## src/rtl/tt_um_seq_divider.sv

```systemverilog
// Iterative unsigned restoring divider: one quotient bit per clock, start/busy/done handshake.
// Results are held until the next completion; divide-by-zero is flagged and keeps full latency.
module tt_um_seq_divider #(
  parameter int unsigned DIVIDEND_W = 16,
  parameter int unsigned DIVISOR_W  = 8
) (
  input  logic                  clk,
  input  logic                  reset,
  input  logic                  start,
  input  logic [DIVIDEND_W-1:0] dividend,
  input  logic [DIVISOR_W-1:0]  divisor,
  output logic                  busy,
  output logic                  done,
  output logic [DIVIDEND_W-1:0] quotient,
  output logic [DIVISOR_W-1:0]  remainder,
  output logic                  dbz
);

  localparam int unsigned CntW = (DIVIDEND_W > 1) ? $clog2(DIVIDEND_W) : 1;

  typedef enum logic [1:0] {StIdle, StRun, StDone} state_e;

  state_e                  state_q, state_d;
  logic [CntW-1:0]         cnt_q, cnt_d;
  logic [DIVIDEND_W-1:0]   shreg_q, shreg_d;
  logic [DIVISOR_W-1:0]    divisor_q, divisor_d;
  logic [DIVISOR_W-1:0]    p_q, p_d;
  logic [DIVIDEND_W-1:0]   quot_q, quot_d;
  logic [DIVISOR_W-1:0]    rem_q, rem_d;
  logic                    dbz_q, dbz_d;

  logic [DIVISOR_W:0]      t;
  logic [DIVISOR_W-1:0]    diff;
  logic                    ge;

  // The partial remainder is always below the divisor after a step, so its top bit need not
  // be stored; the low-bit subtract is exact whenever the compare succeeds.
  always_comb begin
    t    = {p_q, shreg_q[DIVIDEND_W-1]};
    ge   = (t >= {1'b0, divisor_q});
    diff = t[DIVISOR_W-1:0] - divisor_q;
  end

  always_comb begin
    state_d   = state_q;
    cnt_d     = cnt_q;
    shreg_d   = shreg_q;
    divisor_d = divisor_q;
    p_d       = p_q;
    quot_d    = quot_q;
    rem_d     = rem_q;
    dbz_d     = dbz_q;
    case (state_q)
      StIdle, StDone: begin
        state_d = StIdle;
        if (start) begin
          state_d   = StRun;
          cnt_d     = CntW'(DIVIDEND_W - 1);
          shreg_d   = dividend;
          divisor_d = divisor;
          p_d       = '0;
        end
      end
      StRun: begin
        p_d     = ge ? diff : t[DIVISOR_W-1:0];
        shreg_d = {shreg_q[DIVIDEND_W-2:0], ge};
        cnt_d   = cnt_q - 1'b1;
        if (cnt_q == '0) begin
          // A zero divisor makes every compare succeed, which naturally yields an all-ones
          // quotient and the dividend's low bits as remainder.
          state_d = StDone;
          quot_d  = shreg_d;
          rem_d   = p_d;
          dbz_d   = (divisor_q == '0);
        end
      end
      default: state_d = StIdle;
    endcase
  end

  always_ff @(posedge clk) begin
    if (reset) begin
      state_q   <= StIdle;
      cnt_q     <= '0;
      shreg_q   <= '0;
      divisor_q <= '0;
      p_q       <= '0;
      quot_q    <= '0;
      rem_q     <= '0;
      dbz_q     <= 1'b0;
    end else begin
      state_q   <= state_d;
      cnt_q     <= cnt_d;
      shreg_q   <= shreg_d;
      divisor_q <= divisor_d;
      p_q       <= p_d;
      quot_q    <= quot_d;
      rem_q     <= rem_d;
      dbz_q     <= dbz_d;
    end
  end

  assign busy      = (state_q == StRun);
  assign done      = (state_q == StDone);
  assign quotient  = quot_q;
  assign remainder = rem_q;
  assign dbz       = dbz_q;

endmodule

```

## config.mk

```make
export PLATFORM = sky130hd
export DESIGN_NAME = tt_um_seq_divider
export DESIGN_NICKNAME = d
export VERILOG_FILES = /design/src/rtl/tt_um_seq_divider.sv
export SDC_FILE = /design/constraint.sdc
export NUM_CORES = 1
export LEC_CHECK = 0
export BUFFER_PORTS_ARGS = -buffer_cell sky130_fd_sc_hd__buf_2
export CELL_PAD_IN_SITES_DETAIL_PLACEMENT = 1
export CELL_PAD_IN_SITES_GLOBAL_PLACEMENT = 2
export CORE_MARGIN = 10
export CORE_UTILIZATION = 32
export CTS_BUF_LIST = sky130_fd_sc_hd__clkbuf_16
export CTS_CLUSTER_DIAMETER = 80
export CTS_CLUSTER_SIZE = 8
export DETAILED_ROUTE_END_ITERATION = 7
export PLACE_DENSITY_LB_ADDON = 0.1
export SLEW_MARGIN = 20
export SYNTH_ARGS = -nofsm -noshare
export SYNTH_HDL_FRONTEND = slang
export SYNTH_SLANG_ARGS = --single-unit
```

## constraint.sdc

```tcl
create_clock -name clk -period 3.15 [get_ports clk]
set_clock_uncertainty 0.1 [all_clocks]
set_input_delay 0.1575 -clock clk [delete_from_list [all_inputs] [get_ports clk]]
set_output_delay 0.1575 -clock clk [all_outputs]
set_load 0.02 [all_outputs]
```

Yosys cells after proc, flatten, opt, wreduce, memory -nomap -nowiden --
Index checks and enable logic that the tools add are counted.
Operators by class: add/subtract/negate cells 2, $lt $le $gt $ge 1, equal/unequal tests 4, muxes and demuxes 10, reductions and logical operators 8
Operator list (number):
- case mux 16 bit (2 select lines) | 1
- 2-to-1 mux 16 bit | 1
- 2-to-1 mux 8 bit | 2
- case mux 8 bit (2 select lines) | 1
- greater-or-equal comparator 9 x 8 -> 1 bit | 1
- logical NOT 8 bit | 1
- case mux 4 bit (2 select lines) | 1
- subtractor 8 bit | 1
- AND reduction 2 bit | 3
- logical NOT 4 bit | 1
- 2-to-1 mux 4 bit | 1
- case mux 2 bit (2 select lines) | 1
- subtractor 4 x 1 -> 4 bit (second input constant) | 1
- equality test 2 x 1 -> 1 bit (second input constant) | 1
- equality test 2 bit (second input constant) | 1
- logical NOT 2 bit | 1
- 2-to-1 mux 2 bit | 1
- inequality test 2 x 1 -> 1 bit (second input constant) | 1
- inequality test 2 bit (second input constant) | 1
- nonzero test 2 bit | 1
- OR reduction 2 bit | 1
- 2-to-1 mux 1 bit | 1
Storage, ports and cells: register bits after elaboration 63

Logic depth before layout (Yosys ltp) --
Gate-level depths: netlist (run 1).
depth after elaboration 4, gate-level depth with buffers 9, mapped depth without buffers 9

Worst setup path after synthesis (run 1) --
OpenSTA, ideal clock, no wires.
kind flip-flop to flip-flop, start reg shreg_q[15], end reg p_q[6], arrival 2.055 ns, data required time 2.959 ns, path slack 0.904 ns, cell stages (with the launch flop) 10, buffers on the path 0, clock period less this slack 2.246 ns, path through dfxtp_1 > inv_1 > ha_1 > inv_1 > fa_1 > a211o_1 > a2111oi_0 > a41o_1 > o22ai_1 > a311oi_1
Between the ends: cells in the longest elaborated chain, start to end 3
RTL lines:
- start, declared | RTL line 25 | logic [DIVIDEND_W-1:0] shreg_q, shreg_d;
- start signal, assigned | RTL line 94 | shreg_q <= shreg_d;
- subtractor 8 bit / greater-or-equal comparator 9 x 8 -> 1 bit (equally long branches) | RTL line 41, 40
- 2-to-1 mux 8 bit (*) | RTL line 65 | p_d = ge ? diff : t[DIVISOR_W-1:0];
- case mux 8 bit (2 select lines) (*) | RTL line 53 | case (state_q)
- end signal, assigned | RTL line 96 | p_q <= p_d;
- end, declared | RTL line 27 | logic [DIVISOR_W-1:0] p_q, p_d;
Every way passes the cells marked *; elsewhere a longest branch is shown, timed or not. A chain may end at the register's enable or synchronous reset.

Worst setup path after layout (run 1) --
Same ends and word-level chain as after synthesis.

==> flow_metrics.env, run 1 <==
export IMPL_finalWorstSetupSlack_ns=0.695
export IMPL_tritoncts="built"
export IMPL_cp_common_cell="inv_1"
export IMPL_drcViolationCount=0
export IMPL_tightest_slew_ns=0.795
export IMPL_routed_wirelength_mm=8.72
export IMPL_drt_wirelength_per_cell_um=16.5
export IMPL_multiInputGateArea_mm2=0.00147
export IMPL_hold_path_class="input pin to flop"
export IMPL_syn_area_mm2=0.00289
export IMPL_syn_inst=360
export IMPL_crit_path_start_kind="flop"
export IMPL_clockRootBuffer="clkbuf_16"
export IMPL_n_fill_cell=1054
export IMPL_clkTransAtPathRegs_ns=0.05
export IMPL_drtIter0Drc=117
export IMPL_hold_viol=0
export IMPL_die_area_mm2=0.0132
export IMPL_worst_path_buf_inv=2
export IMPL_antenna_left=0
export IMPL_globalRouteOverflowTotal=0
export IMPL_finalSetupViolations=0
export IMPL_critPathCaptureType="flop"
export IMPL_required_ns=3.28
export IMPL_top_layer="met4"
export IMPL_slowest_stage="a2111oi_0"
export IMPL_viasPerCell=5.19
export IMPL_max_slew_margin_pct=46.6
export IMPL_avgSynthCellArea_um2=8.03
export IMPL_final_common_cell="nand2_1"
export IMPL_cts_sinks=63
export IMPL_slew_viol_final=0
export IMPL_yosysSeqAreaShare_pct=43.6
export IMPL_drt_first_pass_iters=4
export IMPL_route_met3_wl_um=466
export IMPL_pre_cts_ws_ns=0.708
export IMPL_dp_final_hpwl_mm=6.16
export IMPL_clk_latency_ns=0.32
export IMPL_layout_common_cells="nand2_1, dfxtp_1, buf_2"
export IMPL_cp_arrival_ns=2.58
export IMPL_antenna_found_initial=0
export IMPL_io_pins=54
export IMPL_grt_max_degree=37
export IMPL_worstPathMaxFanout=4
export IMPL_wl_met2_mm=3.77
export IMPL_cellLeakagePower_nw=1.44
export IMPL_period_needed_ns=2.46
export IMPL_num_vias=2737
export IMPL_yosysUniqueCellTypes=44
export IMPL_synth_nets=397
export IMPL_rsz0062_at_grt="no"
export IMPL_core_area_mm2=0.00876
export IMPL_crit_family="compound AO/OA/AOI/OAI gates"
export IMPL_wl_met1_mm=4.46
export IMPL_crit_chain="inv_1, ha_1, inv_1, fa_1, a211o_1, a2111oi_0, a41o_1, o22ai_1, a311oi_1"
export IMPL_crit_type="flop to flop"
export IMPL_layout_drive_gt1_share_pct=19.3
export IMPL_min_period_over_period_pct=77.9
export IMPL_io_buffers=53
export IMPL_clockBufferDepth=2
export IMPL_track_usage_pct=13.5
export IMPL_die_h_um=115
export IMPL_area_delta_synth_final_pct=24.8
export IMPL_setup_tns_ns=0
export IMPL_rows=34
export IMPL_gp_congestion=0.801
export IMPL_max_freq_ghz=0.407
export IMPL_initial_utilization_pct=33.0
export IMPL_critPathMaxStageDelay_ns=0.41
export IMPL_ys_ff_latch=63
export IMPL_ir_drop_mv=0.298
export IMPL_status="finished clean"
export IMPL_power_density_mw_per_mm2=690
export IMPL_grt_pass1_vias=2866
export IMPL_grt_pass1_wl_mm=14.7
export IMPL_ff2ff_setup_slack_ns=0.69
export IMPL_diodes=0
export IMPL_htree_num_levels=3
export IMPL_die_w_um=115
export IMPL_regArea_mm2=0.00126
export IMPL_yosysWarningCount=0
export IMPL_maxCapViolCount=0
export IMPL_fin_nets=451
export IMPL_cts_buffers=9
export IMPL_fin_hold_ws_ns=0.0193
-- synthesized netlist by cell type --
cell type,count,share of area (%)
a2111oi_0,1,0.30
a211o_1,1,0.30
a211oi_1,4,1.0
a21o_1,1,0.26
a21oi_1,51,8.8
a21oi_4,1,0.56
a221oi_1,1,0.30
a22oi_1,16,4.2
a2bb2oi_1,1,0.30
a311oi_1,9,2.7
a31oi_1,1,0.22
a32o_1,2,0.69
a41o_1,1,0.35
buf_1,3,0.39
buf_2,5,0.87
buf_6,1,0.39
clkbuf_1,16,2.1
dfxtp_1,63,44
fa_1,1,0.69
ha_1,9,3.9
inv_1,14,1.8
nand2_1,74,9.6
nand2b_1,4,0.87
nand3_1,11,1.9
nand3b_1,3,0.78
nand4_1,2,0.43
nor2_1,16,2.1
nor2_2,1,0.22
nor2b_1,3,0.65
nor3_1,9,1.6
nor3b_1,2,0.52
nor4_1,3,0.65
o211ai_1,7,1.8
o21a_1,1,0.26
o21ai_0,7,1.2
o21ai_1,3,0.52
o221a_2,1,0.39
o221ai_1,1,0.30
o22ai_1,1,0.22
o31ai_1,2,0.52
or2_2,1,0.22
or3_1,4,0.87
xnor2_1,1,0.30
xor2_1,1,0.30
-- layer usage --
metal  global-route usage [%]  up-vias
met5                        0        -
met4                     3.55        0
met3                     3.59        2
met2                     19.5       53
met1                     19.2     1289
li1                         -     1393
-- repair_timing --
item,CTS,global route
resized for setup,0,0
setup buffers,0,0
hold endpoints to repair,7,0
hold buffers,7,0
-- layout make-up --
cell class / count / area share (%)
clock buffer: 9 / 6.24
clock inverter: 7 / 1.77
inverter: 14 / 1.46
multi-input combinational: 258 / 40.9
sequential: 63 / 35.0
tap: 108 / 3.75
timing repair buffer: 68 / 11.0
-- through the flow --
stage               total power [mW]  std cells  area [um^2]  utilization, %
global placement                1.54        504         3250            37.1
global route                    2.66        527         3610            41.2
finish                          2.49        527         3610            41.2
CTS                             2.54        527         3610            41.2
floorplan                       1.38        360         2890               -
detailed placement              1.55        504         3250            37.1
-- where the power goes --
part           internal [mW]  leakage, nW  total [mW]  switching, mW
logic                  0.232        0.777       0.628          0.396
clock network          0.606        0.144       0.959          0.353
registers              0.855        0.514       0.903         0.0478
-- logic make-up (layout without fill, tap and decap cells) --
logic type	after synthesis	count (layout)	share of synthesized area, %
adder cells (fa/ha/maj)	10	10	4.59
flip-flops	63	63	43.6
XOR/XNOR	2	2	0.606
buffers and inverters	39	98	5.54
AND/OR/NAND/NOR	133	133	20.3
AO/OA/AOI/OAI	113	113	25.3
-- registers in the layout, summed over array words and instances (netlist names) --
register and flops:
p_q 8, state_q 2, cnt_q 4, remainder 8
dbz 1, divisor_q 8, shreg_q 16, quotient 16
-- worst reg2reg max path: stages, from the launching register on --
cell	delay [ns]
dfxtp_1	0.30
inv_1	0.08
ha_1	0.17
inv_1	0.05
fa_1	0.40
a211o_1	0.32
a2111oi_0	0.41
a41o_1	0.15
o22ai_1	0.11
a311oi_1	0.27
-- path summary, 6_finish.rpt --
check / start / to / depth (start not counted)
setup / recovery: shreg_q[15] / p_q[6] / 9
hold reg to reg: quotient[10] / quotient[10] / 2
hold / removal: dividend[14] / shreg_q[14] / 3
setup reg to reg: shreg_q[15] / p_q[6] / 9
Note: power is estimated with default switching activity, not from simulation.
==> inputs of run 2 (changes only) <==
--- a/config.mk
+++ b/config.mk
@@ -9,7 +9,7 @@
 export CELL_PAD_IN_SITES_DETAIL_PLACEMENT = 1
 export CELL_PAD_IN_SITES_GLOBAL_PLACEMENT = 2
 export CORE_MARGIN = 10
-export CORE_UTILIZATION = 32
+export CORE_UTILIZATION = 29
 export CTS_BUF_LIST = sky130_fd_sc_hd__clkbuf_16
 export CTS_CLUSTER_DIAMETER = 80
 export CTS_CLUSTER_SIZE = 8
==> constraint.sdc (replaced) <==
create_clock -name clk -period 2.2 [get_ports clk]
set_clock_uncertainty 0.1 [all_clocks]
set_input_delay 0.11 -clock clk [delete_from_list [all_inputs] [get_ports clk]]
set_output_delay 0.11 -clock clk [all_outputs]
set_load 0.02 [all_outputs]
==> run 2 against run 1 <==
Net effect:
- the run now ends with negative setup slack left
- setup slack worse by 0.70 ns
- sequential share of layout area fell by 5.4 points
- core utilization grew 2.9 points
- first-iteration DRC count down 20%
- critical path type unchanged
- largest cell class unchanged
==> flow_metrics.env, run 2 (synthesized netlist as in run 1, its figures left out) <==
export IMPL_r2r_start="p_q[2]"
export IMPL_grt_pass1_vias=3159
export IMPL_tightest_slew_ns=0.463
export IMPL_fin_nets=506
export IMPL_hold_viol=0
export IMPL_violations="negative setup slack"
export IMPL_drcViolationCount=0
export IMPL_die_area_mm2=0.0144
export IMPL_finalWorstSetupSlack_ns=-0.00783
export IMPL_crit_chain="ha_2, o21a_1, buf_4, a2111oi_2, a41o_1, o22ai_2, a311oi_1"
export IMPL_crit_family="compound AO/OA/AOI/OAI gates"
export IMPL_clockBufferDepth=2
export IMPL_max_slew_margin_pct=69.1
export IMPL_ir_drop_mv=0.395
export IMPL_diodes=0
export IMPL_dp_final_hpwl_mm=6.80
export IMPL_slew_viol_final=0
export IMPL_required_ns=2.33
export IMPL_htree_num_levels=3
export IMPL_fin_hold_ws_ns=0.0122
export IMPL_drtIter0Drc=94
export IMPL_drt_wirelength_per_cell_um=15.8
export IMPL_critPathMaxStageDelay_ns=0.41
export IMPL_crit_type="flop to flop"
export IMPL_fin_area_mm2=0.00429
export IMPL_min_period_over_period_pct=100
export IMPL_die_h_um=120
export IMPL_cp_arrival_ns=2.34
export IMPL_antenna_left=0
export IMPL_initial_utilization_pct=29.7
export IMPL_core_area_mm2=0.00973
export IMPL_num_vias=2990
export IMPL_total_power_mw=4.06
export IMPL_grt_busiest_layer="met2"
export IMPL_io_buffers=53
export IMPL_worstPathMaxFanout=4
export IMPL_worst_path_buf_inv=1
export IMPL_layout_drive_gt1_share_pct=31.2
export IMPL_globalRouteOverflowTotal=0
export IMPL_grt_max_degree=42
export IMPL_max_freq_ghz=0.453
export IMPL_post_route_util_pct=44.1
export IMPL_use_met2_pct=20.4
export IMPL_placed_area_mm2=0.00358
export IMPL_n_fill_cell=1167
export IMPL_io_pins=54
export IMPL_dp_cells=564
export IMPL_routed_wirelength_mm=9.58
export IMPL_viasPerCell=4.93
export IMPL_period_needed_ns=2.21
export IMPL_final_common_cell="nand2_1"
export IMPL_clockRootBuffer="clkbuf_16"
export IMPL_finalSetupViolations=1
export IMPL_track_usage_pct=13.5
export IMPL_gp_congestion=0.830
export IMPL_slowest_stage="dfxtp_1"
export IMPL_hold_path_class="input pin to flop"
export IMPL_die_w_um=120
export IMPL_startpoint="p_q[2]"
export IMPL_fin_cells=607
export IMPL_area_delta_synth_final_pct=48.4
export IMPL_tritoncts="built"
export IMPL_hold_start="dividend[8]"
export IMPL_cts_sinks=63
export IMPL_cts_buffers=9
export IMPL_power_density_mw_per_mm2=947
export IMPL_status="complete, but fails checks"
export IMPL_clk_latency_ns=0.33
export IMPL_drt_first_pass_iters=4
export IMPL_rsz0062_at_grt="yes"
export IMPL_grt_pass1_wl_mm=15.9
export IMPL_met3_usage_pct=3.28
export IMPL_rows=36
export IMPL_clkTransAtPathRegs_ns=0.05
export IMPL_cellLeakagePower_nw=1.73
export IMPL_antenna_found_initial=0
export IMPL_maxCapViolCount=0
export IMPL_grt_util_met1_pct=17.8
export IMPL_crit_path_start_kind="flop"
export IMPL_layout_common_cells="nand2_1, dfxtp_1, buf_2"
export IMPL_critPathCaptureType="flop"
==> run 2: cell types whose count changed in the layout (fill, tap and decap cells not counted), sizes merged <==
| cell | previous run | this run |
|---|---|---|
| o221a | 1 | 2 |
| clkinv | 3 | 4 |
| inv | 16 | 15 |
| dlygate4sd3 | 7 | 23 |
| buf | 61 | 99 |
==> run 2: worst paths after layout <==
path                   to  slack (ns)  cells after the start
max          remainder[6]      -0.008                      7
min            shreg_q[8]        0.01                      3
max reg2reg  remainder[6]      -0.008                      7
min reg2reg   quotient[3]        0.35                      2
==> run 2: per-stage QoR <==
stage,setup WS (ns),TNS (ns)
after floorplan,0.00322,0
after global placement,-0.0525,-0.116
after detailed placement,-0.108,-0.314
after CTS,-0.00376,-0.00376
after global routing,-0.0902,-0.206
final,-0.00783,-0.00783
==> run 2: report_power, final <==
group	internal [mW]	total (mW)	switching, mW	leakage [nW]
combinational	0.659	1.38	0.724	1.07
sequential	1.23	1.29	0.0678	0.516
clock	0.867	1.39	0.518	0.146
total	2.75	4.06	1.31	1.73
==> run 2: final cells by class <==
cell class	count	area, um^2	area share, %
clock buffers	9	225	5.25
clock inverters	7	65.1	1.52
flip-flops and latches	63	1270	29.5
multi-input cells	259	1630	38.1
inverters	14	52.6	1.23
repair buffers	122	880	20.5
well taps	133	166	3.88
==> run 2: routing by layer <==
layer | wire length, um | vias up
li1 | - | 1506
met2 | 4270 | 52
met4 | 133 | 0
met5 | 0 | -
met3 | 422 | 10
met1 | 4760 | 1422
==> run 2: worst min-delay path, delay by kind of cell <==
kind / cells / cell delay (ns)
compound gates: 2 / 0.20
buf+inv: 1 / 0.08
==> run 2: what timing repair did <==
item | 4_1_cts | 5_1_grt
setup endpoints to repair | 6 | 17
pin swaps | 6 | 6
hold buffers | 23 | 0
gates cloned | 1 | 1
buffers inserted | 1 | 1
gates resized for setup | 11 | 21
hold endpoints to repair | 23 | 0
